<file path="config.mk">
export PLATFORM = sky130hd
export DESIGN_NAME = ml_qpi_host_flat
export DESIGN_NICKNAME = d
export VERILOG_FILES = /design/src/rtl/ml_qpi_host_if.sv /design/src/rtl/ml_qpi_host.sv /design/src/flat_wrapper.sv
export SDC_FILE = /design/constraint.sdc
export NUM_CORES = 1
export LEC_CHECK = 0
export ABC_CLOCK_PERIOD_IN_PS = 2500
export CAP_MARGIN = 10
export CORE_UTILIZATION = 55
export DETAILED_ROUTE_END_ITERATION = 10
export GPL_TIMING_DRIVEN = 0
export PLACE_DENSITY = 0.8
export REMOVE_ABC_BUFFERS = 1
export SLEW_MARGIN = 20
export SYNTH_ARGS = -nofsm -noshare
export SYNTH_HDL_FRONTEND = slang
export SYNTH_SLANG_ARGS = --single-unit
export TNS_END_PERCENT = 50
</file>
<file path="constraint.sdc">
create_clock -name clk -period 2.5 [get_ports clk]
set_input_delay 0.75 -clock clk [delete_from_list [all_inputs] [get_ports clk]]
set_output_delay 0.75 -clock clk [all_outputs]
set_load 0.02 [all_outputs]
</file>
<file path="src/rtl/ml_qpi_host_if.sv">
// Byte-stream, read-back stream and QPI pin bundle for ml_qpi_host.
// slave = the host block itself; master = SoC glue plus accelerator side.
interface ml_qpi_host_if;
  logic       in_valid;
  logic       in_ready;
  logic [7:0] in_data;
  logic       in_dir;
  logic       in_last;
  logic       out_valid;
  logic       out_ready;
  logic [7:0] out_data;
  logic       qpi_csb;
  logic       qpi_clk;
  logic [3:0] io_oe;
  logic [3:0] io_do;
  logic [3:0] io_di;
  logic       qpi_rdy;
  logic       busy;

  modport slave (
    input  in_valid, in_data, in_dir, in_last, out_ready, io_di, qpi_rdy,
    output in_ready, out_valid, out_data, qpi_csb, qpi_clk, io_oe, io_do, busy
  );
  modport master (
    output in_valid, in_data, in_dir, in_last, out_ready, io_di, qpi_rdy,
    input  in_ready, out_valid, out_data, qpi_csb, qpi_clk, io_oe, io_do, busy
  );
endinterface

</file>
<file path="src/rtl/ml_qpi_host.sv">
// Host-side QPI master: byte stream in, 4-bit QPI transfers out, read bytes back.
// Optional ML_QPI_RDY_WAIT_EN: gate transaction start / read bytes on qpi_rdy.
module ml_qpi_host #(
  parameter int CLKDIV      = 2,
  parameter int TURN_CYCLES = 2,
  parameter int CSB_HIGH    = 4
) (
  input  logic clk,
  input  logic reset,
  ml_qpi_host_if.slave bus
);
  localparam logic [7:0]  DIV_LOAD  = 8'(CLKDIV - 1);
  localparam logic [15:0] TURN_LOAD = 16'((TURN_CYCLES > 0) ? 2*TURN_CYCLES - 1 : 0);
  localparam logic [15:0] END_LOAD  = 16'((CSB_HIGH > 1) ? CSB_HIGH - 1 : 0);
  localparam bit          HAS_TURN  = TURN_CYCLES > 0;

  typedef enum logic [2:0] {
    S_IDLE, S_LO0, S_HI0, S_LO1, S_HI1, S_GAP, S_TURN, S_END
  } state_t;

  state_t      state, state_nxt;
  logic [7:0]  div_cnt;
  logic [15:0] cnt;
  logic [7:0]  data_r;
  logic        dir_r, last_r;
  logic        in_ready, accept, phase_done, go_turn;

  assign phase_done = div_cnt == 8'd0;
  assign accept     = bus.in_valid && in_ready;
  assign go_turn    = HAS_TURN && (state == S_GAP) && !dir_r && bus.in_dir;

  // output decode
  always_comb begin
    in_ready = 1'b0;
    case (state)
      S_IDLE:  in_ready = !reset;
      S_GAP:   in_ready = !last_r && !(bus.out_valid && !bus.out_ready);
      default: in_ready = 1'b0;
    endcase
`ifdef ML_QPI_RDY_WAIT_EN
    if (state == S_IDLE && !bus.qpi_rdy) in_ready = 1'b0;
    if (state == S_GAP && bus.in_dir && !bus.qpi_rdy) in_ready = 1'b0;
`endif
  end

`ifndef ML_QPI_RDY_WAIT_EN
  logic unused_rdy;
  assign unused_rdy = bus.qpi_rdy;
`endif

  assign bus.in_ready = in_ready;
  assign bus.busy     = state != S_IDLE;

  always_comb begin
    state_nxt = state;
    case (state)
      S_IDLE: if (accept) state_nxt = S_LO0;
      S_LO0:  if (phase_done) state_nxt = S_HI0;
      S_HI0:  if (phase_done) state_nxt = S_LO1;
      S_LO1:  if (phase_done) state_nxt = S_HI1;
      S_HI1:  if (phase_done) state_nxt = S_GAP;
      S_GAP: begin
        if (last_r) state_nxt = S_END;
        else if (accept) state_nxt = go_turn ? S_TURN : S_LO0;
      end
      S_TURN: if (phase_done && cnt == 16'd0) state_nxt = S_LO0;
      S_END:  if (cnt == 16'd0) state_nxt = S_IDLE;
      default: state_nxt = S_IDLE;
    endcase
  end

  always_ff @(posedge clk) begin
    if (reset) begin
      state         <= S_IDLE;
      div_cnt       <= '0;
      cnt           <= '0;
      data_r        <= '0;
      dir_r         <= 1'b0;
      last_r        <= 1'b0;
      bus.qpi_csb   <= 1'b1;
      bus.qpi_clk   <= 1'b0;
      bus.io_oe     <= '0;
      bus.io_do     <= '0;
      bus.out_valid <= 1'b0;
      bus.out_data  <= '0;
    end else begin
      state <= state_nxt;
      if (bus.out_ready) bus.out_valid <= 1'b0;
      case (state)
        S_IDLE, S_GAP: begin
          if (state == S_GAP && last_r) begin
            // oe drops on the same edge csb rises
            bus.qpi_csb <= 1'b1;
            bus.io_oe   <= '0;
            cnt         <= END_LOAD;
          end else if (accept) begin
            data_r      <= bus.in_data;
            dir_r       <= bus.in_dir;
            last_r      <= bus.in_last;
            div_cnt     <= DIV_LOAD;
            bus.qpi_csb <= 1'b0;
            if (go_turn) begin
              bus.io_oe <= '0;
              cnt       <= TURN_LOAD;
            end else if (bus.in_dir) begin
              bus.io_oe <= '0;
            end else begin
              bus.io_oe <= 4'hF;
              bus.io_do <= bus.in_data[7:4];
            end
          end
        end
        S_LO0, S_HI0, S_LO1, S_HI1, S_TURN: begin
          div_cnt <= phase_done ? DIV_LOAD : div_cnt - 8'd1;
          if (phase_done) begin
            // read nibbles are taken on the cycle that drives qpi_clk high
            if (state == S_LO0 || state == S_LO1) bus.qpi_clk <= 1'b1;
            else if (state == S_TURN) bus.qpi_clk <= ~bus.qpi_clk;
            else bus.qpi_clk <= 1'b0;
            if (state == S_LO0 && dir_r) data_r[7:4] <= bus.io_di;
            if (state == S_HI0 && !dir_r) bus.io_do <= data_r[3:0];
            if (state == S_LO1 && dir_r) data_r[3:0] <= bus.io_di;
            if (state == S_HI1 && dir_r) begin
              bus.out_data  <= data_r;
              bus.out_valid <= 1'b1;
            end
            if (state == S_TURN && cnt != 16'd0) cnt <= cnt - 16'd1;
          end
        end
        S_END: cnt <= cnt - 16'd1;
        default: ;
      endcase
    end
  end
endmodule

</file>
<file path="src/flat_wrapper.sv">
// flat-port wrapper written by rule: the top's interface ports become plain ports
module ml_qpi_host_flat 
#(
  parameter int CLKDIV      = 2,
  parameter int TURN_CYCLES = 2,
  parameter int CSB_HIGH    = 4
)
  (clk, reset, bus_in_valid, bus_in_data, bus_in_dir, bus_in_last, bus_out_ready, bus_io_di, bus_qpi_rdy, bus_in_ready, bus_out_valid, bus_out_data, bus_qpi_csb, bus_qpi_clk, bus_io_oe, bus_io_do, bus_busy);
  ml_qpi_host_if bus_i ();
  input  logic clk;
  input  logic reset;
  input wire logic [$bits(bus_i.in_valid)-1:0] bus_in_valid;
  input wire logic [$bits(bus_i.in_data)-1:0] bus_in_data;
  input wire logic [$bits(bus_i.in_dir)-1:0] bus_in_dir;
  input wire logic [$bits(bus_i.in_last)-1:0] bus_in_last;
  input wire logic [$bits(bus_i.out_ready)-1:0] bus_out_ready;
  input wire logic [$bits(bus_i.io_di)-1:0] bus_io_di;
  input wire logic [$bits(bus_i.qpi_rdy)-1:0] bus_qpi_rdy;
  output wire logic [$bits(bus_i.in_ready)-1:0] bus_in_ready;
  output wire logic [$bits(bus_i.out_valid)-1:0] bus_out_valid;
  output wire logic [$bits(bus_i.out_data)-1:0] bus_out_data;
  output wire logic [$bits(bus_i.qpi_csb)-1:0] bus_qpi_csb;
  output wire logic [$bits(bus_i.qpi_clk)-1:0] bus_qpi_clk;
  output wire logic [$bits(bus_i.io_oe)-1:0] bus_io_oe;
  output wire logic [$bits(bus_i.io_do)-1:0] bus_io_do;
  output wire logic [$bits(bus_i.busy)-1:0] bus_busy;
  assign bus_i.in_valid = bus_in_valid;
  assign bus_i.in_data = bus_in_data;
  assign bus_i.in_dir = bus_in_dir;
  assign bus_i.in_last = bus_in_last;
  assign bus_i.out_ready = bus_out_ready;
  assign bus_i.io_di = bus_io_di;
  assign bus_i.qpi_rdy = bus_qpi_rdy;
  assign bus_in_ready = bus_i.in_ready;
  assign bus_out_valid = bus_i.out_valid;
  assign bus_out_data = bus_i.out_data;
  assign bus_qpi_csb = bus_i.qpi_csb;
  assign bus_qpi_clk = bus_i.qpi_clk;
  assign bus_io_oe = bus_i.io_oe;
  assign bus_io_do = bus_i.io_do;
  assign bus_busy = bus_i.busy;
  ml_qpi_host #(.CLKDIV(CLKDIV), .TURN_CYCLES(TURN_CYCLES), .CSB_HIGH(CSB_HIGH)) u_core (.clk(clk), .reset(reset), .bus(bus_i));
endmodule
</file>
==> summary.txt <==
Layout
  • Area taken by multi-input logic gates: 0.00177 sq mm
  • Final layout net count: 388
  • Util after Layout: 0.709
  • Inserted Diodes: 0
  • Final Non-Filler Cells: 432
  • Fillers: 398
  • Seq. cell area: 0.00107 sq mm
  • Syn-to-layout area delta: 20.5%
  • Layout cells sized above 1: 0.145

Place
  • Setup WS pre-CTS: -0.606 ns
  • I/O Buffers: 38
  • Detail Placement HPWL: 4550 microns
  • Placer congestion estimate: 0.872
  • Placed Cells: 421

Floorplan
  • Row count: 25
  • Die ar.: 0.00552 sq mm
  • Initial Util: 0.589
  • Boundary Pins: 40
  • Core footprint: 0.00488 sq mm
  • Die H: 74.3 microns
  • Die W: 74.3 microns

Logic synthesis
  • Simple-Gate Fraction of Synth Area: 0.284
  • Syn avg cell area: 8.50 sq um
  • Synthesized flop and latch total: 53
  • EDFF count, synth: 0
  • Sequential share of the synthesized area: 0.369
  • Asr flop ratio synth: 0
  • YS warnings: 0
  • Ys flop type: dfxtp_1
  • XOR/XNOR Fraction of Synth Area: 0
  • Gate Count Post-Synth: 338
  • Synth area leader: dfxtp_1
  • Largest family of logic cells by synthesized area: simple AND/OR/NAND/NOR gates
  • Post-synthesis compound-gate area fraction: 0.221
  • Area contributors post-synth: dfxtp_1 37%, a21oi_1 6.4%, nand2_1 4.7%, mux2i_1 4.5%, o31ai_1 2.9%
  • Post-Synth Adder-Cell Area: 0.0174
  • Share of the synthesized area in the top cell type: 0.369
  • Mapped Area: 0.00287 sq mm
  • Distinct cells, synth: 59
  • Post-synthesis mux area share: 0.0610

Setup path
  • FF-to-FF setup slack: 0.19 ns
  • Crit start category: input pin
  • FF-to-FF Start: u_core.div_cnt[2]
  • R2R cell count: 5
  • Reg2reg end: u_core.bus.io_do[3]
  • Data arrival time of the critical path: 2.72 ns
  • Setup crit end: u_core.cnt[15]
  • Critical path origin: bus_in_dir
  • Critical path class: input pin to flip-flop
  • CP Data Required Time: 2.74 ns
  • Crit Path Max Fanout: 12
  • CP endpoint kind: flip-flop

Detailed routing
  • Antenna-violating nets left: 0
  • Via count: 2684
  • DRC Markers: 0
  • Routed wire length: 6850 microns
  • Mean number of vias per cell: 6.21
  • Drt initial violations: 142
  • Detailed Routing Iterations Pass 1: 4
  • Drt wl/cell: 15.9 microns

GRT
  • Overall routing resource usage: 0.253
  • First-pass GRT wire length: 10800 microns
  • Largest net degree at the start of global routing: 41
  • Initial antenna violation count: 0
  • Number of global-route vias before repair: 2296
  • GRT overflow: 0

CTS
  • H-tree levels: 2
  • Root Driver: clkbuf_8
  • Clk_lat worst skew: 0.31 ns
  • CTS tree: yes
  • Worst-path clk slew: 0.09 ns
  • CTS max path bufs: 2
  • CTS sink count: 53
  • CTS buffer count: 5

STA
  • WHS: 0.489 ns
  • Final Hold Fails: 0
  • Max transition margin: 0.441
  • Worst-margin pin slew: 0.835 ns
  • Final worst-path cycle share: 0.992
  • Clk_skew: 0.00682 ns
  • Final Max Slew Viols: 0
  • Min cycle time layout: 2.48 ns
  • Unrepaired setup endpoints after global routing: true
  • Final setup violation count: 0
  • Setup WS post-layout: 0.0207 ns
  • Fmax: 403 MHz

Power
  • Peak VDD IR: 0.871 mV
  • Pwr Total: 4380 uW
  • Pleak: 0.00129 uW
  • Power per cell area: 1270 mW/mm^2

Run status
  • Status: finished, final reports clean

Worst hold path
  • Worst Hold Class: flip-flop to flip-flop
  • WHS Path Cells: 2

Run
  • Max-cap check violation count: 0
[logic make-up after synthesis]
group / after synthesis
simple gates: 137
flops: 53
compound gates: 95
mux: 17
buf+inv: 32
fa+ha+maj: 4
[synthesized netlist by cell type (3+ instances only)]
| library cell | number |
|---|---|
| dfxtp_1 | 53 |
| a21oi_1 | 37 |
| nand2_1 | 36 |
| nor2_1 | 21 |
| clkbuf_1 | 13 |
| mux2i_1 | 13 |
| o31ai_1 | 11 |
| or3_1 | 11 |
| or4_1 | 11 |
| o21ai_0 | 10 |
| a311oi_1 | 8 |
| inv_1 | 8 |
| nand2b_1 | 8 |
| nor2b_1 | 6 |
| nor4_2 | 6 |
| a31oi_1 | 5 |
| buf_2 | 5 |
| a21o_1 | 4 |
| ha_1 | 4 |
| mux2_2 | 4 |
| nand3_1 | 4 |
| nor3_1 | 4 |
| nor3_2 | 4 |
| o41ai_1 | 4 |
| buf_4 | 3 |
| nand3b_1 | 3 |
| nand4_1 | 3 |
| nor4_1 | 3 |
[metrics by stage]
stage / instance area (sq um) / setup TNS [ns]
floorplan: 2770 / 0
global placement: 3240 / -51.44
detailed placement: 3240 / -16.15
CTS: 3390 / -0.0334
global route: 3460 / -0.355
finish: 3460 / 0
[worst min-delay path by stage]
stage | startpoint | to
final | u_core.cnt[14] | u_core.cnt[14]
after floorplan | u_core.div_cnt[4] | u_core.div_cnt[4]
after global routing | u_core.cnt[14] | u_core.cnt[14]
after global placement | u_core.div_cnt[4] | u_core.div_cnt[4]
after detailed placement | u_core.div_cnt[4] | u_core.div_cnt[4]
after CTS | u_core.div_cnt[4] | u_core.div_cnt[4]
[layout by cell type (no fill, tap or decap), types with 6 or more instances in the layout]
| cell type | n |
|---|---|
| a21oi_1 | 36 |
| a311oi_1 | 8 |
| clkbuf_8 | 6 |
| clkdlybuf4s50_1 | 34 |
| dfxtp_1 | 50 |
| inv_1 | 7 |
| mux2i_1 | 13 |
| nand2_1 | 36 |
| nand2b_1 | 7 |
| nor2_1 | 21 |
| nor2b_1 | 6 |
| o21ai_0 | 10 |
| o31ai_1 | 10 |
| or3_1 | 11 |
| or4_1 | 10 |
[worst max-delay path, stage by stage]
cell,delay [ns]
clkdlybuf4s50_1,0.56
nand4b_1,0.23
nor3_2,0.27
a21oi_2,0.22
or4_1,0.55
a21oi_1,0.15
[state kept, by name (all words and copies together), names as in the netlist, 3 cells and up]
register	flops
u_core.data_r	8
u_core.div_cnt	8
u_core.cnt	16
u_core.bus.out_data	8
u_core.state	3
u_core.bus.io_do	4
[final cells by class]
type                       count  area share
multi-input combinational    253       0.512
tap                           67      0.0242
timing repair buffer          42       0.119
clock buffer                   7      0.0249
inverter                      10      0.0116
sequential                    53       0.308
[layer usage]
| layer | track usage | vias to the layer above | share of wire |
|---|---|---|---|
| li1 | - | 1307 | - |
| met4 | 0.0629 | 0 | 0.014 |
| met5 | 0 | - | 0 |
| met3 | 0.0434 | 11 | 0.047 |
| met2 | 0.401 | 77 | 0.47 |
| met1 | 0.358 | 1289 | 0.47 |
[what timing repair did]
action | in CTS | in global routing
buffers inserted | 1 | 3
hold buffers | 0 | 0
cloned | 0 | 0
resized for setup | 18 | 10
pin swaps | 3 | 5
setup endpoints to repair | 33 | 27
[power by group]
part / switching, uW / internal, uW
Combinational: 1520 / 1030
Sequential: 252 / 1080
Clock: 268 / 220
Total: 2040 / 2340
Power figures use the tool's default switching activity.
